**config.mk**
```make
export PLATFORM = sky130hd
export DESIGN_NAME = expr_assembler
export DESIGN_NICKNAME = d
export VERILOG_FILES = /design/src/rtl/calc_pkg.sv /design/src/rtl/dec_accum.sv /design/src/rtl/expr_assembler.sv
export SDC_FILE = /design/constraint.sdc
export NUM_CORES = 1
export LEC_CHECK = 0
export CAP_MARGIN = 25
export CORE_MARGIN = 10
export CORE_UTILIZATION = 50
export CTS_CLUSTER_DIAMETER = 60
export DETAILED_ROUTE_END_ITERATION = 8
export MAX_ROUTING_LAYER = met4
export PLACE_DENSITY = 0.72
export SETUP_SLACK_MARGIN = 0.15
export SYNTH_ARGS = -nofsm -noshare
export SYNTH_HDL_FRONTEND = slang
export SYNTH_HIERARCHICAL = 1
export SYNTH_SLANG_ARGS = --single-unit
```
**constraint.sdc**
```tcl
create_clock -name clk -period 12.9 [get_ports clk]
set_input_delay 3.87 -clock clk [delete_from_list [all_inputs] [get_ports clk]]
set_output_delay 3.87 -clock clk [all_outputs]
set_load 0.02 [all_outputs]
```
**src/rtl/calc_pkg.sv**
```systemverilog
// Shared definitions for the UART ALU path: opcodes, digit width and the
// expression-assembler state encoding.
package calc_pkg;

    localparam int unsigned OPC_W   = 4;
    localparam int unsigned DIGIT_W = 4;

    localparam logic [OPC_W-1:0] OP_ADD = 4'b0000;
    localparam logic [OPC_W-1:0] OP_SUB = 4'b0001;
    localparam logic [OPC_W-1:0] OP_MUL = 4'b0010;
    localparam logic [OPC_W-1:0] OP_REM = 4'b0100;
    localparam logic [OPC_W-1:0] OP_DIV = 4'b1000;
    localparam logic [OPC_W-1:0] OP_EQ  = 4'b1111;

    typedef enum logic [2:0] {
        ST_IDLE,
        ST_OPA,
        ST_OPB_WAIT,
        ST_OPB,
        ST_ISSUE
    } state_t;

    function automatic logic is_valid_op(input logic [OPC_W-1:0] op);
        return (op == OP_ADD) || (op == OP_SUB) || (op == OP_MUL) ||
               (op == OP_REM) || (op == OP_DIV) || (op == OP_EQ);
    endfunction

endpackage

```
**src/rtl/dec_accum.sv**
```systemverilog
// Decimal accumulate step: old*10 + digit, flagging digit-count or range overflow.
module dec_accum
    import calc_pkg::*;
#(
    parameter int unsigned OPER_W     = 16,
    parameter int unsigned MAX_DIGITS = 5
) (
    input  logic [OPER_W-1:0]                 old_val,
    input  logic [$clog2(MAX_DIGITS + 1)-1:0] cnt,
    input  logic [DIGIT_W-1:0]                digit,
    output logic [OPER_W-1:0]                 sum_c,
    output logic                              ovf_c
);

    localparam int unsigned CNT_W = $clog2(MAX_DIGITS + 1);
    localparam int unsigned ACC_W = OPER_W + 4;

    logic [ACC_W-1:0] wide_c;

    // Four guard bits hold (2^OPER_W-1)*10+9 without wrapping.
    assign wide_c = ACC_W'(old_val) * ACC_W'(10) + ACC_W'(digit);
    assign sum_c  = wide_c[OPER_W-1:0];
    assign ovf_c  = (cnt == CNT_W'(MAX_DIGITS)) || (wide_c[ACC_W-1:OPER_W] != '0);

endmodule

```
**src/rtl/expr_assembler.sv**
```systemverilog
// Builds {A, op, B} from digit/operator strobes and hands it to the ALU on '='.
module expr_assembler
    import calc_pkg::*;
#(
    parameter int unsigned OPER_W     = 16,
    parameter int unsigned MAX_DIGITS = 5
) (
    input  logic              clk,
    input  logic              rst,
    input  logic              num_done,
    input  logic [7:0]        num_i,
    input  logic              oper_done,
    input  logic [OPC_W-1:0]  oper_i,
    output logic              alu_valid,
    input  logic              alu_ready,
    output logic [OPER_W-1:0] alu_a,
    output logic [OPER_W-1:0] alu_b,
    output logic [OPC_W-1:0]  alu_op,
    output logic              err,
    output logic              busy
);

    localparam int unsigned CNT_W = $clog2(MAX_DIGITS + 1);

    state_t             state_q, state_d;
    logic [OPER_W-1:0]  a_q, a_d, b_q, b_d;
    logic [OPC_W-1:0]   op_q, op_d;
    logic [CNT_W-1:0]   cnt_q, cnt_d;
    logic               err_d, valid_d, clear_d;
    logic [OPER_W-1:0]  alu_a_d, alu_b_d;
    logic [OPC_W-1:0]   alu_op_d;

    logic [OPER_W-1:0]  acc_old_c, acc_sum_c;
    logic               acc_ovf_c;
    logic               proto_err_c, is_eq_c, handshake_c;
    logic [DIGIT_W-1:0] digit_c;

    assign digit_c     = num_i[DIGIT_W-1:0];
    assign acc_old_c   = (state_q == ST_OPB) ? b_q : a_q;
    assign is_eq_c     = (oper_i == OP_EQ);
    assign handshake_c = alu_valid && alu_ready;
    assign proto_err_c = (num_done && oper_done) ||
                         (num_done && (num_i > 8'd9)) ||
                         (oper_done && !is_valid_op(oper_i));

    dec_accum #(
        .OPER_W     (OPER_W),
        .MAX_DIGITS (MAX_DIGITS)
    ) u_dec_accum (
        .old_val (acc_old_c),
        .cnt     (cnt_q),
        .digit   (digit_c),
        .sum_c   (acc_sum_c),
        .ovf_c   (acc_ovf_c)
    );

    // Next-state, operand update and registered-output preparation.
    always_comb begin
        state_d = state_q;
        a_d     = a_q;
        b_d     = b_q;
        op_d    = op_q;
        cnt_d   = cnt_q;
        err_d   = 1'b0;
        clear_d = 1'b0;

        if (state_q == ST_ISSUE) begin
            err_d   = num_done || oper_done;
            clear_d = handshake_c;
        end else if (proto_err_c) begin
            err_d   = 1'b1;
            clear_d = 1'b1;
        end else begin
            case (state_q)
                ST_IDLE: begin
                    if (num_done) begin
                        a_d     = OPER_W'(digit_c);
                        cnt_d   = CNT_W'(1);
                        state_d = ST_OPA;
                    end else if (oper_done && !is_eq_c) begin
                        err_d   = 1'b1;
                        clear_d = 1'b1;
                    end
                end
                ST_OPA: begin
                    if (num_done) begin
                        if (acc_ovf_c) begin
                            err_d   = 1'b1;
                            clear_d = 1'b1;
                        end else begin
                            a_d   = acc_sum_c;
                            cnt_d = cnt_q + CNT_W'(1);
                        end
                    end else if (oper_done) begin
                        if (is_eq_c) begin
                            err_d   = 1'b1;
                            clear_d = 1'b1;
                        end else begin
                            op_d    = oper_i;
                            state_d = ST_OPB_WAIT;
                        end
                    end
                end
                ST_OPB_WAIT: begin
                    if (num_done) begin
                        b_d     = OPER_W'(digit_c);
                        cnt_d   = CNT_W'(1);
                        state_d = ST_OPB;
                    end else if (oper_done) begin
                        if (is_eq_c) begin
                            err_d   = 1'b1;
                            clear_d = 1'b1;
                        end else begin
                            op_d = oper_i;
                        end
                    end
                end
                ST_OPB: begin
                    if (num_done) begin
                        if (acc_ovf_c) begin
                            err_d   = 1'b1;
                            clear_d = 1'b1;
                        end else begin
                            b_d   = acc_sum_c;
                            cnt_d = cnt_q + CNT_W'(1);
                        end
                    end else if (oper_done) begin
                        if (is_eq_c) begin
                            state_d = ST_ISSUE;
                        end else begin
                            err_d   = 1'b1;
                            clear_d = 1'b1;
                        end
                    end
                end
                default: clear_d = 1'b1;
            endcase
        end

        if (clear_d) begin
            state_d = ST_IDLE;
            a_d     = '0;
            b_d     = '0;
            op_d    = '0;
            cnt_d   = '0;
        end

        // Valid lags entry into ISSUE by one cycle; payload is loaded on entry.
        valid_d  = (state_q == ST_ISSUE) && !handshake_c;
        alu_a_d  = (state_d == ST_ISSUE) ? a_d  : '0;
        alu_b_d  = (state_d == ST_ISSUE) ? b_d  : '0;
        alu_op_d = (state_d == ST_ISSUE) ? op_d : '0;
    end

    always_ff @(posedge clk or posedge rst) begin
        if (rst) begin
            state_q   <= ST_IDLE;
            a_q       <= '0;
            b_q       <= '0;
            op_q      <= '0;
            cnt_q     <= '0;
            alu_valid <= 1'b0;
            alu_a     <= '0;
            alu_b     <= '0;
            alu_op    <= '0;
            err       <= 1'b0;
            busy      <= 1'b0;
        end else begin
            state_q   <= state_d;
            a_q       <= a_d;
            b_q       <= b_d;
            op_q      <= op_d;
            cnt_q     <= cnt_d;
            alu_valid <= valid_d;
            alu_a     <= alu_a_d;
            alu_b     <= alu_b_d;
            alu_op    <= alu_op_d;
            err       <= err_d;
            busy      <= (state_d != ST_IDLE);
        end
    end

endmodule

```
# --- After elaboration in Yosys (flattened, before gate mapping) ---
# Cells that the tools add are included.
totals:
  ff_bits: 81
  latchBits: 0
  ram_bits: 0
  mem_bits_ro: 0
  input_bits: 17
  output_inout_bits: 39
  word_cells: 118
  memories: 0
classes:
  add_sub_neg: 2
  multipliers: 1
  div: 0
  n_lt_le_gt_ge: 1
  n_eq_ne: 16
  n_shift: 0
  muxes: 60
  n_bitwise: 0
  reduce_logical: 27
op_table:
  columns: ["cell", "n"]
  rows:
  - ["2-to-1 mux 16 bit", 15]
  - ["case mux 16 bit (2 select lines)", 2]
  - ["2-to-1 mux 3 bit", 17]
  - ["2-to-1 mux 4 bit", 8]
  - ["adder 20 x 4 -> 20 bit", 1]
  - ["multiplier 16 x 3 -> 19 bit (second input constant)", 1]
  - ["2-to-1 mux 1 bit", 14]
  - ["case mux 3 bit (4 select lines)", 1]
  - ["== test 3 bit (second input constant)", 3]
  - ["logical OR 1 bit", 9]
  - ["== test 4 bit (second input constant)", 2]
  - ["greater-than comparator 8 x 4 -> 1 bit (second input constant)", 1]
  - ["case mux 1 bit (4 select lines)", 2]
  - ["== test 3 x 2 -> 1 bit (second input constant)", 2]
  - ["logical AND 1 bit", 6]
  - ["!= test 3 x 1 -> 1 bit (second input constant)", 2]
  - ["case mux 3 bit (2 select lines)", 1]
  - ["AND reduction 6 bit", 1]
  - ["nonzero test 3 bit", 2]
  - ["OR reduction 2 bit", 3]
  - ["== test 4 x 1 -> 1 bit (second input constant)", 1]
  - ["== test 4 x 2 -> 1 bit (second input constant)", 1]
  - ["== test 4 x 3 -> 1 bit (second input constant)", 1]
  - ["zero test 4 bit", 1]
  - ["7 further kinds", 10]

# --- Depth between registers and ports, before layout ---
logic_depth:
  word_depth: 14
  mapped_depth: 21
  mapped_depth_nobuf: 18

# --- Modules after synthesis ---
# The synthesis kept the hierarchy.
by_module_without_submodules:
  columns: ["mod", "n_inst", "cells_per_inst", "area_per_inst_um2", "seq_area_each_um2"]
  rows:
  - ["expr_assembler", 1, 331, 3574.7, 2026.9]
  - ["dec_accum", 1, 171, 1335.0, 0.0]

# --- Worst setup path after synthesis ---
# Ideal clock, no wire load.
synth_timing:
  path_kind: "input-to-reg"
  startpoint: "input num_i[1]"
  endpoint: "register alu_b[10]"
  setup_time_ns: 0.125
  arrival_time_ns: 6.618
  required_time_ns: 12.775
  setup_slack_ns: 6.157
  path_stages: 16
  n_path_buf: 2
  path_cell_list: "ha_1 inv_1 fa_1 nor2b_1 o21ai_0 nor3b_1 nand3_1 o211ai_1 nor4_1 o21ai_1 nand2b_1 clkbuf_1 nor3_1 clkbuf_1 a22oi_1 nor2_2"
synth_between:
  elab_chain_cells: 11
synth_lines:
  columns: ["item", "line", "rtl"]
  rows:
  - ["start: declaration", "expr_assembler.sv:11", "input logic [7:0] num_i,"]
  - ["adder 20 x 4 -> 20 bit (*)", "dec_accum.sv:21", "assign wide_c = ACC_W'(old_val) * ACC_W'(10) + ACC_W'(digit);"]
  - ["nonzero test 4 bit (*)", "dec_accum.sv:23", "assign ovf_c = (cnt == CNT_W'(MAX_DIGITS)) || (wide_c[ACC_W-1:OPER_W] != '0);"]
  - ["logical OR 1 bit (*)", "dec_accum.sv:23", null]
  - ["via acc_ovf_c", "expr_assembler.sv:34", "logic acc_ovf_c;"]
  - ["2-to-1 mux 1 bit", "expr_assembler.sv:87, expr_assembler.sv:120", null]
  - ["2-to-1 mux 1 bit, on equally long branches", "expr_assembler.sv:119, expr_assembler.sv:86", null]
  - ["case mux 1 bit (4 select lines)", "expr_assembler.sv:74", "case (state_q)"]
  - ["2-to-1 mux 1 bit", "expr_assembler.sv:70", "end else if (proto_err_c) begin"]
  - ["2-to-1 mux 1 bit", "expr_assembler.sv:67", "if (state_q == ST_ISSUE) begin"]
  - ["2-to-1 mux 3 bit", "expr_assembler.sv:140", "if (clear_d) begin"]
  - ["== test 3 bit", "expr_assembler.sv:151", "alu_b_d = (state_d == ST_ISSUE) ? b_d : '0;"]
  - ["2-to-1 mux 16 bit (*)", "expr_assembler.sv:151", null]
  - ["via alu_b_d[10]", "expr_assembler.sv:30", "logic [OPER_W-1:0] alu_a_d, alu_b_d;"]
  - ["end signal: assignment", "expr_assembler.sv:176", "alu_b <= alu_b_d;"]
  - ["end: declaration", "expr_assembler.sv:17", "output logic [OPER_W-1:0] alu_b,"]
# Mark *: on every way through the listed nets, which the timed path passes. The rest lies on a longest branch.
# A chain may end at the register's enable or synchronous reset.

# --- Worst setup path in the final report ---
layout_timing:
  startpoint: "input num_i[2]"
  endpoint: "register alu_b[5]"
# Same word-level chain as after synthesis.

==> flow_summary.toml <==
[grt]
gr-total-overflow = 0
antenna_found_initial = 0
grt_pass1_vias = 3987
grt_use_total_pct = 17.88
grt_max_degree = 82
grt_pass1_wl_microns = 20420

[sta]
hold_viol = 0
setup-tns-final_ns = 0
slew_viol_final = 0
rsz0062_at_grt = "no"
max_clock_freq_ghz = 0.1277
setup-violations-final = 0
period_needed_ns = 7.830
finalCritPeriodShare_pct = 60.70
relSlewSlack_pct = 33.15
skew_ns = 0.005854
tightest_slew_ns = 0.9972

[critical_path]
startpoint_type = "input pin"
slowest_stage = "nand3_1"
critPathCaptureType = "register"
arrival_ns = 8.06
r2r-start = "state_q[0]"
path_max_fanout = 12
crit_required_ns = 13.13
worst-path-buf-inv = 1
path_delay_family = "simple AND/OR/NAND/NOR gates"
path_cells = "clkdlybuf4s50_1 -> ha_1 -> a21o_1 -> a21oi_1 -> nor3_1 -> nand2_1 -> or3_4 -> nor4_1 -> o21ai_1 -> a21boi_0 -> nand3_1 -> a22oi_1 -> nor2_2"
setup.worst_path.start = "num_i[2]"
max_stage_delay_ns = 0.61
critical_path_class = "in -> reg"

[die]
die_area_sq_um = 14180
pin_count = 56
std_cell_rows = 36
initial_utilization_pct = 50.70
die_y_microns = 119.1
dieWidth_microns = 119.1
coreArea_sq_um = 9684

[logic_synthesis]
async_flop_share_pct = 100.0
ys.flop_type = "dfrtp_1"
synth_top_area_share_pct = 41.28
ys_seq_area_share_pct = 41.28
synth_area_sq_um = 4910
avgSynthCellArea_sq_um = 9.780
synth_enable_flop_cells = 0
synthCells = 502
yosysTopAreaCell = "dfrtp_1"
synthesis.nets = 553
synth_cell_types = 68
ys_top_cells_by_area = "dfrtp_1, ha_1, nor2_1"
yosysWarningCount = 6
ys_ff_latch = 81

[route]
avgRoutedWirePerCell_microns = 17.80
wirelength_microns = 12170
drc_errors = 0
first_pass_iters = 5
initialDrtViolationCount = 438
antenna_left = 0
vias_per_cell = 5.908
routed-via-count = 4041

[power_and_ir_drop]
switchingPower_mw = 0.1773
clockPowerShare_pct = 35.9
p_per_area_nw_per_um2 = 101.6
combPwrFrac_pct = 18.3
p_sw_share_pct = 30.32
power_mw = 0.5848
p_leak_nw = 2.512
vdd_drop_max_v = 0.00006906
power.internal_mw = 0.4075
share_seq_of_total_power_pct = 45.8

[clocking]
postCtsHoldBufs = 0
cts_setup_buffers = 0
clk_path_buf_depth = 2
cts-root-buf = "clkbuf_8"
cts_resized = 0
numCtsBuffers = 9
cts_tree = "built"
cts.sinks = 81
htree_levels = 3
worstSkewPairLatency_ns = 0.37
path_clk_slew_ns = 0.08

[layout]
drive_gt1_share_pct = 13.25
mostFrequentLayoutCells = "dfrtp_1, nor2_1, clkdlybuf4s50_1"
area_growth_syn_to_layout_pct = 17.20
antenna_cells = 0
num-nets-final = 597
postLayoutCellArea_sq_um = 5754
final_common_cell = "dfrtp_1"

[place]
dpl_cell_area_sq_um = 5505
io_buffer_count = 55
place_congestion = 0.9157
hpwl_microns = 8755

[run]
cap_violations = 0

[min_path]
hold_start = "cnt_q[0]"
hold_class = "reg -> reg"

[outcome]
status = "finished, final reports clean"
==> cells in the mapped netlist (3+ instances only) <==
cell and number:
o21ai_1 4, o22ai_1 4, clkbuf_1 7, buf_2 11
nor4b_1 4, a22oi_1 32, nor3_1 9, o41ai_1 4
nor2_1 77, o211ai_1 6, xnor2_1 14, nand2_1 21
xor2_1 7, nand3_1 12, buf_4 3, a211oi_1 5
ha_1 32, inv_1 10, and2_1 3, buf_6 4
and3_1 5, o21ai_0 21, o21a_1 3, a21oi_1 17
nor2_2 18, nand4_1 3, a21o_1 3, nand2b_1 6
dfrtp_1 81, o21bai_1 3, and3b_1 4, nor2b_1 5
o31a_1 3, mux2_2 18
==> final cells by class <==
cell class              instances  area, sq um
well taps                     133        166.4
fillers                       837         3930
multi-input cells             385         2704
inverters                      11        42.54
flip-flops and latches         81         2027
repair buffers                 58        593.1
clock inverters                 4        76.32
clock buffers                  12        145.1
==> final timing paths <==
path                                  end  slack (ns)  cells past startpoint
worst max-delay path             alu_b[5]        5.07                     13
worst min-delay path             cnt_q[0]        0.51                      1
worst max register to register   alu_b[5]        5.97                     17
worst min register to register   cnt_q[0]        0.51                      1
min in group asynchronous       alu_op[2]        3.92                      3
max in group asynchronous        alu_b[0]        8.39                      4
==> metal layers <==
layer  vias to the layer above  wire [microns]  GRT usage, %
met2                       146            5577         26.87
li1                       1911               -             -
met1                      1960            5638         22.97
met3                        24             665         3.354
met4                         0             290         8.092
met5                         -               0             -
==> power groups by stage <==
stage | logic [mW] | registers (mW) | clock network, mW
floorplan | 0.0774 | 0.274 | 0
global placement | 0.105 | 0.273 | 0
detailed placement | 0.106 | 0.273 | 0
CTS | 0.107 | 0.268 | 0.212
global route | 0.118 | 0.269 | 0.223
finish | 0.107 | 0.268 | 0.210
==> per-stage QoR <==
step / instances / hold slack (ns) / util (%) / setup WS [ns]
global placement: 667 / 0.4983 / 56.85 / 4.841
detailed placement: 667 / 0.4999 / 56.85 / 4.769
global route: 684 / 0.5443 / 59.42 / 4.757
finish: 684 / 0.5142 / 59.42 / 5.070
CTS: 683 / 0.5134 / 59.13 / 5.167
floorplan: 502 / 0.4763 / - / 6.157
==> registers in the layout (all words and copies together) (netlist names) <==
name and cells:
op_q 4, alu_op 4, err 1, state_q 3
cnt_q 3, a_q 16, alu_valid 1, b_q 16
busy 1, alu_b 16, alu_a 16
==> cell families (layout without fill, tap and decap cells) <==
family                   after synthesis  count (layout)  share of synthesized area [%]
AND/OR/NAND/NOR                      182             182                          18.83
AO/OA/AOI/OAI                        127             127                          18.53
flip-flops                            81              81                          41.28
buffers and inverters                 36              85                          3.874
adder cells (fa/ha/maj)               35              35                          9.200
XOR/XNOR                              21              21                          3.746
multiplexers                          20              20                          4.536
Power figures use the tool's default switching activity.
